File: config.mk
export PLATFORM = sky130hd
export DESIGN_NAME = full_adder_dataflow_core_flat
export DESIGN_NICKNAME = d
export VERILOG_FILES = /design/src/rtl/full_adder_dataflow_core_if.sv /design/src/rtl/full_adder_dataflow_core.sv /design/src/flat_wrapper.sv
export SDC_FILE = /design/constraint.sdc
export NUM_CORES = 1
export LEC_CHECK = 0
export ABC_AREA = 1
export CAP_MARGIN = 20
export CORE_AREA = 2 2 39 41
export CTS_BUF_LIST = sky130_fd_sc_hd__clkbuf_4 sky130_fd_sc_hd__clkbuf_8
export DETAILED_ROUTE_END_ITERATION = 8
export DIE_AREA = 0 0 41 43
export MAX_ROUTING_LAYER = met4
export PLACE_DENSITY = 0.45
export SYNTH_ARGS = -nofsm -noshare
export SYNTH_HDL_FRONTEND = slang
export SYNTH_SLANG_ARGS = --single-unit
File: constraint.sdc
create_clock -name clk -period 0.85 [get_ports clk]
set_clock_uncertainty 0.1 [all_clocks]
set_input_delay 0.085 -clock clk [delete_from_list [all_inputs] [get_ports clk]]
set_output_delay 0.085 -clock clk [all_outputs]
set_load 0.02 [all_outputs]
File: src/rtl/full_adder_dataflow_core_if.sv
// rtl/full_adder_dataflow_core_if.sv - operand/result bundle for full_adder_dataflow_core
interface full_adder_dataflow_core_if #(
  parameter int WIDTH = 1
);
  logic [WIDTH-1:0] a;
  logic [WIDTH-1:0] b;
  logic             carry_in;
  logic             in_valid;
  logic [WIDTH-1:0] sum;
  logic             carry_out;
  logic [WIDTH-1:0] sum_q;
  logic             carry_out_q;
  logic             out_valid;
  logic             overflow_q;

  modport master (
    output a, b, carry_in, in_valid,
    input  sum, carry_out, sum_q, carry_out_q, out_valid, overflow_q
  );

  modport slave (
    input  a, b, carry_in, in_valid,
    output sum, carry_out, sum_q, carry_out_q, out_valid, overflow_q
  );
endinterface

File: src/rtl/full_adder_dataflow_core.sv
// rtl/full_adder_dataflow_core.sv - ripple-carry adder with combinational and registered results
// Optional signed-overflow flag enabled by FULL_ADDER_DATAFLOW_OVF_EN.
module full_adder_dataflow_core #(
  parameter int WIDTH = 1
) (
  input logic                      clk,
  input logic                      rst,
  full_adder_dataflow_core_if.slave bus
);

  logic [WIDTH:0]   c;
  logic [WIDTH-1:0] s;

  // Bitwise full-adder chain; X on any input propagates naturally.
  always_comb begin
    c    = '0;
    s    = '0;
    c[0] = bus.carry_in;
    for (int i = 0; i < WIDTH; i++) begin
      s[i]   = bus.a[i] ^ bus.b[i] ^ c[i];
      c[i+1] = (bus.a[i] & bus.b[i]) | (bus.a[i] & c[i]) | (bus.b[i] & c[i]);
    end
  end

  assign bus.sum       = s;
  assign bus.carry_out = c[WIDTH];

  logic [WIDTH-1:0] sum_r;
  logic             carry_r;
  logic             valid_r;

  always_ff @(posedge clk) begin
    if (rst) begin
      sum_r   <= '0;
      carry_r <= 1'b0;
      valid_r <= 1'b0;
    end else if (bus.in_valid) begin
      sum_r   <= s;
      carry_r <= c[WIDTH];
      valid_r <= 1'b1;
    end else begin
      valid_r <= 1'b0;
    end
  end

  assign bus.sum_q       = sum_r;
  assign bus.carry_out_q = carry_r;
  assign bus.out_valid   = valid_r;

`ifdef FULL_ADDER_DATAFLOW_OVF_EN
  logic ovf;
  logic ovf_r;

  assign ovf = (bus.a[WIDTH-1] == bus.b[WIDTH-1]) && (s[WIDTH-1] != bus.a[WIDTH-1]);

  always_ff @(posedge clk) begin
    if (rst) begin
      ovf_r <= 1'b0;
    end else if (bus.in_valid) begin
      ovf_r <= ovf;
    end
  end

  assign bus.overflow_q = ovf_r;
`else
  assign bus.overflow_q = 1'b0;
`endif

endmodule

File: src/flat_wrapper.sv
// flat-port wrapper written by rule: the top's interface ports become plain ports
module full_adder_dataflow_core_flat 
#(
  parameter int WIDTH = 1
)
  (clk, rst, bus_a, bus_b, bus_carry_in, bus_in_valid, bus_sum, bus_carry_out, bus_sum_q, bus_carry_out_q, bus_out_valid, bus_overflow_q);
  full_adder_dataflow_core_if #(.WIDTH(WIDTH)) bus_i ();
  input logic clk;
  input logic rst;
  input wire logic [$bits(bus_i.a)-1:0] bus_a;
  input wire logic [$bits(bus_i.b)-1:0] bus_b;
  input wire logic [$bits(bus_i.carry_in)-1:0] bus_carry_in;
  input wire logic [$bits(bus_i.in_valid)-1:0] bus_in_valid;
  output wire logic [$bits(bus_i.sum)-1:0] bus_sum;
  output wire logic [$bits(bus_i.carry_out)-1:0] bus_carry_out;
  output wire logic [$bits(bus_i.sum_q)-1:0] bus_sum_q;
  output wire logic [$bits(bus_i.carry_out_q)-1:0] bus_carry_out_q;
  output wire logic [$bits(bus_i.out_valid)-1:0] bus_out_valid;
  output wire logic [$bits(bus_i.overflow_q)-1:0] bus_overflow_q;
  assign bus_i.a = bus_a;
  assign bus_i.b = bus_b;
  assign bus_i.carry_in = bus_carry_in;
  assign bus_i.in_valid = bus_in_valid;
  assign bus_sum = bus_i.sum;
  assign bus_carry_out = bus_i.carry_out;
  assign bus_sum_q = bus_i.sum_q;
  assign bus_carry_out_q = bus_i.carry_out_q;
  assign bus_out_valid = bus_i.out_valid;
  assign bus_overflow_q = bus_i.overflow_q;
  full_adder_dataflow_core #(.WIDTH(WIDTH)) u_core (.clk(clk), .rst(rst), .bus(bus_i));
endmodule
==> run summary <==
The largest single stage delay on the critical path is 0.57 ns. The starting density of the core came out at 0.101. Buffers inserted to repair hold after CTS numbered 0. For the part of the Yosys area used for sequential elements, the log shows 0.429.

The total overflow left after global routing is 0. Terminus of the critical flop-to-flop path: u_core.bus.sum_q. For the number of pins exceeding their max-slew limit in the final report, the log shows 0.

The net switching power came out at 141 uW. After clock tree synthesis, the clock-pin slew on the worst setup and hold paths is 0.04 ns. Setup violations remaining at the end of the flow were counted as 4. Across the run, the number of max-cap violations was 0.

The internal portion of the total power is 442 uW. By startpoint and endpoint, the worst setup path is classified as input pin to output port. Latest clock arrival within the worst-skew pair: 0.23 ns.

The worst setup path is captured at an output port. The clock net in this run drives a total of 3 sinks. For this run, design rule violations remaining after detail routing come to 0.

The library cell appearing most often on the critical path was buf_6. The total area inside the core boundary comes to 1380 um2. The required arrival time at the worst endpoint is 0.66 ns. After detailed routing, the total wire length is 285 um. Data arrival time of the worst path: 0.86 ns. IR analysis of the VDD net gives a maximum drop of 412 uV. The worst path needs 1.05 ns of the cycle, external delays included. The instance count along the most critical hold path was 6; the sum of net half-perimeters after detailed placement was 238 um. The sequential cell fraction of total power is 0.275. The overall global routing resource usage is 0.0349, and the final worst-path cycle share is 1.24.

The switching power as a share of total power is 0.242. The worst hold path begins at bus_a. Prior to clock tree synthesis, the placed netlist has a worst setup slack of -1.04 ns.

The x dimension of the die is 41 um, and the total iterations of the first detailed-routing run is 2. The analysis attributes to cell leakage a power of 0.155 nW. Leaving out fill and tap cells, the most frequent cell in the layout is buf_6. The total negative slack for setup checks is -0.310 ns, and the mean number of vias per cell is 3.00. The logs give 41 for the net count reported at finish and 1 for the first-iteration detailed-routing DRC count. The count of boundary I/O pins is 12. The tools report the capture endpoint of the worst hold path as u_core.bus.sum_q.

The timing-limited maximum frequency came out at 952 MHz. The checks that failed: negative setup slack. The final antenna diode count is 0, and the largest driver fanout on the critical path is 2. Counting every instance in the synthesized netlist gives 19. In this run the core area contains 14 standard-cell rows. The fraction of final layout cells with drive strength greater than 1 was 0.545.

For the weighted congestion at the end of routability-driven global placement, the log shows 0.545. Entering global routing, the biggest net connects 6 pins. The number of global-route vias before repair is 140.

The run gives 0 as the number of routed nets with antenna violations. The first global-routing pass estimated 414 um of wire. Count of endpoints failing hold in the final timing report: 0. STA classifies the critical path startpoint as an input pin. The area growth from synthesis to layout is 117%. On the critical path, the stage with the largest delay is an instance of fa_2.

The worst hold path belongs to the class input pin to register. The synthesized area divided by synthesized cell count is 7.38 um2. The flow ran to the end, but the final reports show violations. Synthesis produced a netlist with a net count of 26. Deepest level of the CTS H-tree: 1. The run gives 0 as the number of antenna violations at the first check in global routing. The clock power share was 0.473. The synthesized design contains 3 register bits. The signal on the critical path passes through buf_6 -> fa_2 -> buf_6. Leaving out fill and tap cells, the most frequent cells in the layout are buf_6 (8), nor2_1 (5), nand2_1 (4), clkbuf_4 (4). Port buffering added 10 buffers. Setup slack on the worst reg-to-reg path comes out at 0.19 ns. The synthesized netlist contains 7 unique library cells. The logs give 147 for the vias after detailed routing and 2 for the number of buffers on the longest clock path. The total standard cell area after synthesis was 140 um2; the total CTS buffers was 3. The die covers 1760 um2. Cell at the root of the clock tree: clkbuf_4. The tools report the count of yosys warnings during synthesis as 0. For the worst flop-to-flop path, the logic depth is 2. The minimum setup slack in the final design came out at -0.200 ns.

The run gives 0.252 as the share of power burned in combinational logic. Setup repair after global routing could not meet its margin everywhere. TritonCTS built the clock tree. The final routed wire length divided by cell count was 5.82 um; the overall die height was 43 um.

The power density of the placed cells was 1920 nW/um2; the post-CTS setup buffer count was 0. In this run the critical register-to-register path is launched from u_core.bus.sum_q.
-- state kept, by name (all words and copies together), names as in the netlist --
register,cells
u_core.bus.sum_q,1
u_core.bus.out_valid,1
u_core.bus.carry_out_q,1
-- worst max-delay path: cells and delay by family --
kind       cells  cell delay [ns]
fa+ha+maj      1             0.57
buf+inv        2             0.21
-- Yosys cell counts --
cell | count | area [um2]
nor2_1 | 5 | 18.8
inv_1 | 4 | 15.0
nand2_1 | 4 | 15.0
dfxtp_1 | 3 | 60.1
buf_4 | 1 | 7.51
conb_1 | 1 | 3.75
fa_1 | 1 | 20.0
-- worst max-delay path by stage --
stage                            start                to  slack, ns  cells after the start
after global routing      bus_carry_in           bus_sum      -0.22                      3
after CTS                        bus_a           bus_sum      -0.20                      3
after floorplan           bus_carry_in  u_core.bus.sum_q      -0.22                      5
after global placement    bus_carry_in           bus_sum      -1.04                      3
final                     bus_carry_in           bus_sum      -0.20                      3
after detailed placement  bus_carry_in           bus_sum      -1.04                      3
-- metal layers --
metal,wire [um],share of wire,GRT usage
met5,0,0,-
met4,0,0,0.0200
met3,13,0.046,0.0157
met2,159,0.56,0.0594
met1,112,0.39,0.0288
-- per-stage QoR --
step	instances	instance area (um2)	utilization	power (mW)	hold WS, ns
floorplan	19	143	-	0.228	0.0562
global placement	45	263	0.190	0.297	0.366
detailed placement	45	263	0.190	0.297	0.374
CTS	49	293	0.212	0.589	0.286
global route	49	304	0.220	0.629	0.312
finish	49	304	0.220	0.583	0.268
-- final cells by class --
cell class	count	area [um2]
well taps	16	20.0
inverters	4	15.0
multi-input cells	11	60.1
repair buffers	11	115
flip-flops and latches	3	63.8
clock buffers	4	30.0
fillers	160	1080
-- power groups by stage --
| stage | Clock, mW | Combinational, mW | Sequential, mW |
|---|---|---|---|
| 2_1_floorplan | 0 | 0.0572 | 0.171 |
| 3_3_place_gp | 0 | 0.139 | 0.159 |
| 3_5_place_dp | 0 | 0.139 | 0.159 |
| 4_1_cts | 0.284 | 0.144 | 0.160 |
| 5_1_grt | 0.309 | 0.159 | 0.161 |
| 6_report | 0.276 | 0.147 | 0.161 |
-- kinds of logic (layout without fill, tap and decap cells) --
| family | Yosys count | in the layout | share of synthesized area |
|---|---|---|---|
| fa+ha+maj | 1 | 1 | 0.143 |
| other cells | 1 | 1 | 0.0268 |
| flops | 3 | 3 | 0.429 |
| simple gates | 9 | 9 | 0.241 |
| buf+inv | 5 | 19 | 0.161 |
-- what timing repair did --
action / 4_1_cts / 5_1_grt
endpoints found under the setup margin: 7 / 7
cloned: 0 / 0
resized for setup: 45 / 4
pin swaps: 1 / 3
Power figures use the tool's default switching activity.
